## src/rtl/imem_arbiter_if.sv

```systemverilog
// Fetch-port, loader-port and memory-side signals shared by imem_arbiter and its requesters.
// Handshake: a requester raises req with addr/we/wdata stable and holds them until it samples
// gnt=1 on a rising clk edge; dropping req before that withdraws the request with no effect.
// A granted read, or any access to an illegal address, is answered by a one-cycle rvalid
// pulse in the following cycle. err and rdata are zero whenever rvalid is low.
interface imem_arbiter_if #(
  parameter int WIDTH = 32
);
  logic             f_req;
  logic [31:0]      f_addr;
  logic             f_gnt;
  logic             f_rvalid;
  logic [WIDTH-1:0] f_rdata;
  logic             f_err;

  logic             l_req;
  logic             l_we;
  logic [31:0]      l_addr;
  logic [WIDTH-1:0] l_wdata;
  logic             l_gnt;
  logic             l_rvalid;
  logic [WIDTH-1:0] l_rdata;
  logic             l_err;

  logic [31:0]      m_addr;
  logic             m_we;
  logic [WIDTH-1:0] m_wdata;
  logic [WIDTH-1:0] m_rdata;

  modport slave (
    input  f_req, f_addr, l_req, l_we, l_addr, l_wdata, m_rdata,
    output f_gnt, f_rvalid, f_rdata, f_err,
    output l_gnt, l_rvalid, l_rdata, l_err,
    output m_addr, m_we, m_wdata
  );

  modport master (
    output f_req, f_addr, l_req, l_we, l_addr, l_wdata, m_rdata,
    input  f_gnt, f_rvalid, f_rdata, f_err,
    input  l_gnt, l_rvalid, l_rdata, l_err,
    input  m_addr, m_we, m_wdata
  );
endinterface

```

## src/rtl/imem_arbiter.sv

```systemverilog
// Arbitrates one shared instruction memory between a boot loader and the fetch unit.
// Loader-only until boot_done, then loader priority with a bounded fetch starvation window.
module imem_arbiter #(
  parameter int WIDTH      = 32,
  parameter int DEPTH      = 128,
  parameter int STARVE_MAX = 4
) (
  input  logic          clk,
  input  logic          rst,
  input  logic          boot_done,
  imem_arbiter_if.slave bus,
  output logic          state
);

  localparam logic [0:0] ST_BOOT = 1'b0;
  localparam logic [0:0] ST_RUN  = 1'b1;

  localparam int              SW         = (STARVE_MAX < 1) ? 1 : $clog2(STARVE_MAX + 1);
  localparam logic [SW-1:0]   STARVE_LIM = SW'(STARVE_MAX);
  localparam logic [29:0]     ADDR_LIM   = 30'(DEPTH);

  logic [0:0]    state_q, state_d;
  logic [SW-1:0] starve_q, starve_d;
  logic          f_rvalid_q, f_rvalid_d;
  logic          l_rvalid_q, l_rvalid_d;
  logic          rsp_err_q, rsp_err_d;

  logic             f_bad, l_bad;
  logic             f_gnt, l_gnt;
  logic [31:0]      m_addr_c;
  logic             m_we_c;
  logic [WIDTH-1:0] m_wdata_c;

  assign f_bad = (bus.f_addr[1:0] != 2'b00) || (bus.f_addr[31:2] >= ADDR_LIM);
  assign l_bad = (bus.l_addr[1:0] != 2'b00) || (bus.l_addr[31:2] >= ADDR_LIM);

  // Grants are gated by rst so nothing reaches memory while reset is asserted.
  always_comb begin
    f_gnt = 1'b0;
    l_gnt = 1'b0;
    if (rst) begin
      if (state_q == ST_RUN && bus.f_req && (!bus.l_req || starve_q == STARVE_LIM)) begin
        f_gnt = 1'b1;
      end else if (bus.l_req) begin
        l_gnt = 1'b1;
      end
    end
  end

  always_comb begin
    m_addr_c  = '0;
    m_we_c    = 1'b0;
    m_wdata_c = '0;
    if (f_gnt && !f_bad) begin
      m_addr_c = bus.f_addr;
    end else if (l_gnt && !l_bad) begin
      m_addr_c  = bus.l_addr;
      m_we_c    = bus.l_we;
      m_wdata_c = bus.l_we ? bus.l_wdata : '0;
    end
  end

  always_comb begin
    state_d    = state_q;
    starve_d   = starve_q;
    f_rvalid_d = f_gnt;
    l_rvalid_d = l_gnt && (!bus.l_we || l_bad);
    rsp_err_d  = (f_gnt && f_bad) || (l_gnt && l_bad);
    if (state_q == ST_BOOT && boot_done) begin
      state_d = ST_RUN;
    end
    // Counts consecutive loader wins while a fetch is waiting.
    if (f_gnt || !bus.f_req) begin
      starve_d = '0;
    end else if (l_gnt && starve_q != STARVE_LIM) begin
      starve_d = starve_q + SW'(1);
    end
  end

  always_ff @(posedge clk or negedge rst) begin
    if (!rst) begin
      state_q    <= ST_BOOT;
      starve_q   <= '0;
      f_rvalid_q <= 1'b0;
      l_rvalid_q <= 1'b0;
      rsp_err_q  <= 1'b0;
    end else begin
      state_q    <= state_d;
      starve_q   <= starve_d;
      f_rvalid_q <= f_rvalid_d;
      l_rvalid_q <= l_rvalid_d;
      rsp_err_q  <= rsp_err_d;
    end
  end

  assign bus.f_gnt    = f_gnt;
  assign bus.f_rvalid = f_rvalid_q;
  assign bus.f_err    = f_rvalid_q & rsp_err_q;
  assign bus.f_rdata  = (f_rvalid_q && !rsp_err_q) ? bus.m_rdata : '0;

  assign bus.l_gnt    = l_gnt;
  assign bus.l_rvalid = l_rvalid_q;
  assign bus.l_err    = l_rvalid_q & rsp_err_q;
  assign bus.l_rdata  = (l_rvalid_q && !rsp_err_q) ? bus.m_rdata : '0;

  assign bus.m_addr   = m_addr_c;
  assign bus.m_we     = m_we_c;
  assign bus.m_wdata  = m_wdata_c;

  assign state = state_q;

endmodule
```

## src/flat_wrapper.sv

```systemverilog
// flat-port wrapper written by rule: the top's interface ports become plain ports
module imem_arbiter_flat 
#(
  parameter int WIDTH      = 32,
  parameter int DEPTH      = 128,
  parameter int STARVE_MAX = 4
)
  (clk, rst, boot_done, state, bus_f_req, bus_f_addr, bus_l_req, bus_l_we, bus_l_addr, bus_l_wdata, bus_m_rdata, bus_f_gnt, bus_f_rvalid, bus_f_rdata, bus_f_err, bus_l_gnt, bus_l_rvalid, bus_l_rdata, bus_l_err, bus_m_addr, bus_m_we, bus_m_wdata);
  imem_arbiter_if #(.WIDTH(WIDTH)) bus_i ();
  input  logic clk;
  input  logic rst;
  input  logic boot_done;
  output logic state;
  input wire logic [$bits(bus_i.f_req)-1:0] bus_f_req;
  input wire logic [$bits(bus_i.f_addr)-1:0] bus_f_addr;
  input wire logic [$bits(bus_i.l_req)-1:0] bus_l_req;
  input wire logic [$bits(bus_i.l_we)-1:0] bus_l_we;
  input wire logic [$bits(bus_i.l_addr)-1:0] bus_l_addr;
  input wire logic [$bits(bus_i.l_wdata)-1:0] bus_l_wdata;
  input wire logic [$bits(bus_i.m_rdata)-1:0] bus_m_rdata;
  output wire logic [$bits(bus_i.f_gnt)-1:0] bus_f_gnt;
  output wire logic [$bits(bus_i.f_rvalid)-1:0] bus_f_rvalid;
  output wire logic [$bits(bus_i.f_rdata)-1:0] bus_f_rdata;
  output wire logic [$bits(bus_i.f_err)-1:0] bus_f_err;
  output wire logic [$bits(bus_i.l_gnt)-1:0] bus_l_gnt;
  output wire logic [$bits(bus_i.l_rvalid)-1:0] bus_l_rvalid;
  output wire logic [$bits(bus_i.l_rdata)-1:0] bus_l_rdata;
  output wire logic [$bits(bus_i.l_err)-1:0] bus_l_err;
  output wire logic [$bits(bus_i.m_addr)-1:0] bus_m_addr;
  output wire logic [$bits(bus_i.m_we)-1:0] bus_m_we;
  output wire logic [$bits(bus_i.m_wdata)-1:0] bus_m_wdata;
  assign bus_i.f_req = bus_f_req;
  assign bus_i.f_addr = bus_f_addr;
  assign bus_i.l_req = bus_l_req;
  assign bus_i.l_we = bus_l_we;
  assign bus_i.l_addr = bus_l_addr;
  assign bus_i.l_wdata = bus_l_wdata;
  assign bus_i.m_rdata = bus_m_rdata;
  assign bus_f_gnt = bus_i.f_gnt;
  assign bus_f_rvalid = bus_i.f_rvalid;
  assign bus_f_rdata = bus_i.f_rdata;
  assign bus_f_err = bus_i.f_err;
  assign bus_l_gnt = bus_i.l_gnt;
  assign bus_l_rvalid = bus_i.l_rvalid;
  assign bus_l_rdata = bus_i.l_rdata;
  assign bus_l_err = bus_i.l_err;
  assign bus_m_addr = bus_i.m_addr;
  assign bus_m_we = bus_i.m_we;
  assign bus_m_wdata = bus_i.m_wdata;
  imem_arbiter #(.WIDTH(WIDTH), .DEPTH(DEPTH), .STARVE_MAX(STARVE_MAX)) u_core (.clk(clk), .rst(rst), .boot_done(boot_done), .bus(bus_i), .state(state));
endmodule
```

## config.mk

```make
export PLATFORM = sky130hd
export DESIGN_NAME = imem_arbiter_flat
export DESIGN_NICKNAME = d
export VERILOG_FILES = /design/src/rtl/imem_arbiter_if.sv /design/src/rtl/imem_arbiter.sv /design/src/flat_wrapper.sv
export SDC_FILE = /design/constraint.sdc
export NUM_CORES = 1
export LEC_CHECK = 0
export ABC_CLOCK_PERIOD_IN_PS = 1800
export CORE_AREA = 2 2 104 106
export DETAILED_ROUTE_END_ITERATION = 8
export DIE_AREA = 0 0 106 108
export GPL_ROUTABILITY_DRIVEN = 0
export PLACE_DENSITY = 0.64
export SYNTH_ARGS = -nofsm -noshare
export SYNTH_HDL_FRONTEND = slang
export SYNTH_SLANG_ARGS = --single-unit
```

## constraint.sdc

```tcl
create_clock -name clk -period 1.8 [get_ports clk]
set_input_delay 0.36 -clock clk [delete_from_list [all_inputs] [get_ports clk]]
set_output_delay 0.36 -clock clk [all_outputs]
set_load 0.02 [all_outputs]
```

==> run metrics, run 1 <==
final hold viol count 0; net count of the finished layout 613; layout overhead on the synthesized area 202%; Fin Clk Skew 0.00217 ns; clock transition at the registers of the reported paths 0.04 ns; depth of the worst register-to-register path 8; Setup CP Type reg -> out; fraction of the cycle the final worst path needs 119%; leakage power figure 0.00203 uW; clock tree from TritonCTS done; result of the run complete, but fails checks; Detailed Route WL 8.54 mm; via density per instance 3.89; global-route met2 utilization 25.4%; maximum clock path buffer count 2; DR DRC count 0; count of antenna-violating nets left after detailed routing 0; HPWL Detailed 6.69 mm; total stage count of the critical path 9; leftover overflow at the end of global routing 0; starting utilization of the core area 14.1%; Synth Instances 210; busiest grt layer met2; Clock Latency Late Sink 0.23 ns; most common cell in the netlist sky130_fd_sc_hd__and2_1; H-tree lvl count 1; met1 usage in global routing 13.7%; port bufs 244; Pre-Repair DR Iteration Count 4; beginning of the worst register-to-register path u_core.starve_q[1]; worst hold path class in -> async; post-synthesis cell area 1450 um2; most instantiated cells after synthesis sky130_fd_sc_hd__and2_1, sky130_fd_sc_hd__buf_4, sky130_fd_sc_hd__nand2_1, sky130_fd_sc_hd__nor4_1; met3 track demand over resource in global routing 3.32%; total via count in the routed design 2386; type of origin of the critical path register; Critical Path End Type output port; PnR worst setup slack -0.351 ns; RR Endpoint u_core.starve_q[2]; data required time of the critical path 1.44 ns; Critical Path AT 1.79 ns; Total Die Area 11400 um2; summed negative setup slack over all endpoints -11.81 ns; I/O pin cnt 270; CP delay by family, top simple AND/OR/NAND/NOR gates; worst ir drop on vdd 156 uV; WL per Instance 13.9 um; First DRT Iteration DRCs 77; number of rows created at floorplan 37; buffer type at the clock tree root sky130_fd_sc_hd__clkbuf_8; GRT Util Overall 12.8%; most common cell type on the critical path sky130_fd_sc_hd__buf_6; async set-reset flop share out of synthesis 100%; part of the Yosys area used for sequential elements 12.1%; layout cells sized above 1 46.8%; setup-violating endpoint count in the final report 40; TritonCTS Buffers 3; flop and latch count out of synthesis 7; Fillers 1040; total buffers and inverters traversed by the critical path 4; max-capacitance violation count 0; initial antenna violation count 0; sinks on the clock net 7; cell type contributing the most total cell area after synthesis sky130_fd_sc_hd__and2_1; area used by sequential logic in the layout 176 um2; top cell type's share of synthesized area 43.7%; series of cell instances along the critical path inv_2, ha_4, nand4_1, nand3_2, nor3_4, buf_6, buf_16, and2_4, buf_6; first-pass GRT wire length 11.8 mm; Post-DP Area 4160 um2; synthesized area per cell 6.88 um2; vertical die dimension 108 um; violations in the final reports setup timing; shortest clock period the worst path allows after layout 2.15 ns; PD cells 231 nW/um2; primary flip-flop cell chosen by synthesis mapping sky130_fd_sc_hd__dfrtp_1; Setup crit end bus_m_wdata[12]; dpl ws -1.21 ns; combined area of the multi-input logic cells 1380 um2; Crit-path slowest cell sky130_fd_sc_hd__dfrtp_1; Worst setup startpoint u_core.starve_q[1]; hold_buf cts 0; count of yosys warnings during synthesis 0; horizontal extent of the die 106 um; Largest stage delay, worst path 0.36 ns; post-route cell area 4360 um2; top post-synthesis cells by area sky130_fd_sc_hd__and2_1, sky130_fd_sc_hd__buf_4, sky130_fd_sc_hd__dfrtp_1; core area 10200 um2; number of enable-type register cells in the synthesized netlist 0; max-slew violation count 0; RSZ-0062 raised after global routing true; via count of the first global-routing pass 2389; Distinct cells, synth 27; Reg2Reg Setup Slack 0.36 ns; maximum number of pins on one net before global-route repair 33; achievable frequency 465 MHz; maximum fanout encountered on the critical timing path 8
==> registers in the layout, indices dropped and copies added, names as in the netlist <==
signal,count
u_core.state,1
u_core.bus.l_rvalid,1
u_core.bus.f_rvalid,1
u_core.rsp_err_q,1
u_core.starve_q,3
==> through the flow <==
stage               utilization [%]  std cells  total power (uW)  hold slack, ns
finish                         42.7        613              1010           0.206
global route                   42.6        612              1070           0.218
CTS                            43.6        609               997           0.191
detailed placement             40.6        594               785           0.577
global placement               40.6        594               778           0.566
floorplan                         -        234               399          0.0644
==> worst min-delay path by stage <==
stage                               end  cells past startpoint
finish               u_core.starve_q[1]                      2
global route         u_core.starve_q[1]                      2
CTS                  u_core.starve_q[1]                      2
floorplan           u_core.bus.f_rvalid                      0
global placement           u_core.state                      2
detailed placement         u_core.state                      2
==> placed cells by master (no fill, tap or decap), types with 3 or more instances in the layout <==
cell type | synthesis | routed
sky130_fd_sc_hd__and2_4 | 0 | 23
sky130_fd_sc_hd__buf_4 | 25 | 27
sky130_fd_sc_hd__nor4_2 | 0 | 6
sky130_fd_sc_hd__clkbuf_2 | 0 | 34
sky130_fd_sc_hd__dlygate4sd2_1 | 0 | 20
sky130_fd_sc_hd__o22ai_2 | 0 | 5
sky130_fd_sc_hd__buf_2 | 0 | 15
sky130_fd_sc_hd__nand3_2 | 0 | 3
sky130_fd_sc_hd__clkbuf_8 | 0 | 3
sky130_fd_sc_hd__nor2_1 | 6 | 6
sky130_fd_sc_hd__buf_6 | 4 | 67
sky130_fd_sc_hd__conb_1 | 1 | 25
sky130_fd_sc_hd__nand2_1 | 15 | 12
sky130_fd_sc_hd__clkdlybuf4s50_1 | 0 | 96
sky130_fd_sc_hd__and2_2 | 0 | 12
sky130_fd_sc_hd__dfrtp_1 | 7 | 6
sky130_fd_sc_hd__clkdlybuf4s15_1 | 0 | 5
sky130_fd_sc_hd__nand4_1 | 3 | 3
sky130_fd_sc_hd__and2_1 | 101 | 66
sky130_fd_sc_hd__clkbuf_16 | 0 | 3
==> area by class of cell <==
| class | count | share of cell area (%) |
|---|---|---|
| multi-input combinational | 190 | 31.6 |
| inverter | 2 | 0.172 |
| clock buffer | 3 | 0.946 |
| clock inverter | 1 | 0.115 |
| antenna | 1 | 0.0573 |
| sequential | 7 | 4.04 |
| timing repair buffer | 273 | 59.2 |
| tap | 136 | 3.90 |
==> report_power, final <==
| group | leakage, uW | internal (uW) | switching, uW |
|---|---|---|---|
| Combinational | 0.00192 | 360 | 261 |
| Clock | 0.0000255 | 150 | 68.2 |
| Sequential | 0.0000876 | 165 | 5.91 |
| Total | 0.00203 | 674 | 335 |
==> timing repair <==
item	CTS	global route
pin swaps	41	9
gates cloned	3	3
setup buffers	8	1
gates resized for setup	513	142
setup endpoints to repair	107	106
==> logic make-up (layout without fill, tap and decap cells) <==
logic type	after synthesis	after routing	synth area share [%]
AND/OR/NAND/NOR	148	148	60.8
buffers and inverters	38	279	18.4
AO/OA/AOI/OAI	12	13	5.45
flip-flops	7	7	12.1
adder cells (fa/ha/maj)	2	2	1.73
XOR/XNOR	2	2	1.21
other	1	26	0.259
==> routing by layer <==
layer	vias up	share of wire, %
met3	2	8.1
met2	138	55
li1	1164	-
met4	0	0.56
met5	-	0
met1	1082	36
Power figures use the tool's default switching activity.
==> run 2, diff against run 1 <==
Settings changed: SETUP_SLACK_MARGIN set to 0.3.
==> run metrics, run 2 (same netlist as run 1, synthesis figures left out) <==
layout cells sized above 1 62.7% (+16 points); Critical Path AT 1.87 ns (+0.08 ns); type of origin of the critical path input port; port bufs 244 (unchanged); DR DRC count 0 (unchanged); H-tree lvl count 1 (unchanged); Post-DP Area 4350 um2 (+4.5%); end-of-flow core utilization 52.4% (+9.8 points); largest register by flop count u_core.starve_q; maximum fanout encountered on the critical timing path 8 (unchanged); depth of the worst register-to-register path 7 (-1); violations in the final reports setup timing; Detailed Route WL 9.72 mm (+14%); final hold viol count 0 (unchanged); clock tree from TritonCTS done; post-placement cell count 595 (+0.17%); post-route cell area 5360 um2 (+23%); max-slew violation count 0 (unchanged); max-capacitance violation count 0 (unchanged); count of antenna-violating nets left after detailed routing 0 (unchanged); Fin Clk Skew 0.00434 ns (+0.00216 ns); RSZ-0062 raised after global routing true; horizontal extent of the die 106 um (unchanged); First DRT Iteration DRCs 38 (-51%); dpl ws -1.14 ns (+0.0683 ns); GRT Util Overall 15.2% (+2.4 points); core area 10200 um2 (unchanged); worst ir drop on vdd 172 uV (+11%); via density per instance 4.00 (+2.6%); most common cell type on the critical path sky130_fd_sc_hd__buf_6; via count of the first global-routing pass 2658 (+11%); maximum number of pins on one net before global-route repair 11 (-67%); worst hold path class in -> async; WL per Instance 15.2 um (+9.0%); Antenna Diode Count 0 (-1); most frequent cells in the layout sky130_fd_sc_hd__buf_6, sky130_fd_sc_hd__and2_4, sky130_fd_sc_hd__clkdlybuf4s50_1, sky130_fd_sc_hd__dlygate4sd2_1, sky130_fd_sc_hd__conb_1; data required time of the critical path 1.44 ns (about the same); clock transition at the registers of the reported paths 0.04 ns (about the same); result of the run complete, but fails checks; series of cell instances along the critical path buf_6, nor4_4, nand4_1, buf_4, nor3_4, buf_4, buf_6, buf_16, and2_4, buf_6; TritonCTS Buffers 3 (unchanged); Reg2Reg Setup Slack 0.25 ns (-0.11 ns); most frequent standard cell in the layout excluding fill and tap cells sky130_fd_sc_hd__buf_6; number of cells in the finished layout apart from fillers 640 (+4.4%); achievable frequency 448 MHz (-3.6%); number of flip-flops in the largest register 3 (unchanged); leftover overflow at the end of global routing 0 (unchanged); RR Endpoint u_core.rsp_err_q; Crit-path slowest cell sky130_fd_sc_hd__nor4_4; fraction of the cycle the final worst path needs 124% (+4.5 points); initial antenna violation count 2 (+2); I/O pin cnt 270 (unchanged); setup-violating endpoint count in the final report 90 (+130%); net count of the finished layout 641 (+4.6%); sinks on the clock net 7 (unchanged); PD cells 223 nW/um2 (-3.6%); maximum clock path buffer count 2 (unchanged); hold slack 0.185 ns (-0.0213 ns); vertical die dimension 108 um (unchanged); Clock Latency Late Sink 0.22 ns (about the same); PnR worst setup slack -0.431 ns (-0.0801 ns); Critical Path End Type output port; Setup CP Type in -> out; first-pass GRT wire length 13.8 mm (+17%); Pre-Repair DR Iteration Count 4 (unchanged); Total Die Area 11400 um2 (unchanged); beginning of the worst register-to-register path u_core.starve_q[1]; Largest stage delay, worst path 0.26 ns (-0.10 ns); leakage power figure 0.00242 uW (+19%); starting utilization of the core area 14.1% (unchanged); total via count in the routed design 2557 (+7.2%); number of rows created at floorplan 37 (unchanged); Setup crit end bus_m_wdata[12]; Worst setup startpoint bus_l_addr[27]; shortest clock period the worst path allows after layout 2.23 ns (+0.0801 ns); buffer type at the clock tree root sky130_fd_sc_hd__clkbuf_8; layout overhead on the synthesized area 271%; HPWL Detailed 6.84 mm (+2.2%)
## run 2: changes by cell type in the layout (fill, tap and decap cells not counted), sizes merged
| cell | previous run | this run |
|---|---|---|
| a21oi | 4 | 3 |
| dlygate4sd2 | 20 | 26 |
| and2 | 101 | 102 |
| diode | 1 | 0 |
| clkbuf | 40 | 4 |
| clkdlybuf4s50 | 96 | 93 |
| dlymetal6s2s | 1 | 0 |
| buf | 113 | 175 |
## run 2: routing by layer
metal	part of all wire, %	GRT usage (%)	wire [um]
met1	33	15.3	3210
met2	56	31.3	5460
met3	9.1	4.04	883
met4	1.5	2.82	150
met5	0.13	0	13
## run 2: cell type report
| class | count | area, um2 |
|---|---|---|
| well taps | 136 | 170 |
| clock inverters | 1 | 5.00 |
| inverters | 2 | 7.51 |
| multi-input cells | 190 | 1610 |
| repair buffers | 301 | 3360 |
| clock buffers | 3 | 41.3 |
| flip-flops and latches | 7 | 176 |
| fillers | 944 | 4870 |
## run 2: worst min path at each step
stage / from / endpoint / slack, ns / cells past startpoint
3_5_place_dp: u_core.state / u_core.state / 0.58 / 2
5_1_grt: rst / u_core.bus.f_rvalid / 0.20 / 2
6_report: rst / u_core.bus.f_rvalid / 0.18 / 2
3_3_place_gp: u_core.state / u_core.state / 0.58 / 2
2_1_floorplan: rst / u_core.bus.f_rvalid / 0.06 / 0
4_1_cts: rst / u_core.bus.f_rvalid / 0.18 / 2
## run 2: metrics by stage
| stage | setup TNS, ns | power (uW) |
|---|---|---|
| 6_report | -17.33 | 1200 |
| 5_1_grt | -22.83 | 1250 |
| 4_1_cts | -15.96 | 1150 |
| 3_5_place_dp | -52.63 | 812 |
| 3_3_place_gp | -50.99 | 808 |
| 2_1_floorplan | -0.246 | 412 |
## run 2: timing repair
action,4_1_cts,5_1_grt
gates resized for setup,816,51
cloned,10,1
buffers inserted,23,7
setup endpoints to repair,116,108
hold buffers,0,0
pin swaps,38,42
## run 2: power breakdown
| group | total [uW] | switching (uW) | leakage [uW] | internal (uW) |
|---|---|---|---|---|
| Clock | 216 | 66.5 | 0.0000255 | 150 |
| Sequential | 169 | 4.64 | 0.0000876 | 165 |
| Combinational | 810 | 312 | 0.00231 | 498 |
## run 2: worst max-delay path, delay by kind of cell
kind	cells	cell delay [ns]
buf+inv	6	0.77
simple gates	4	0.75
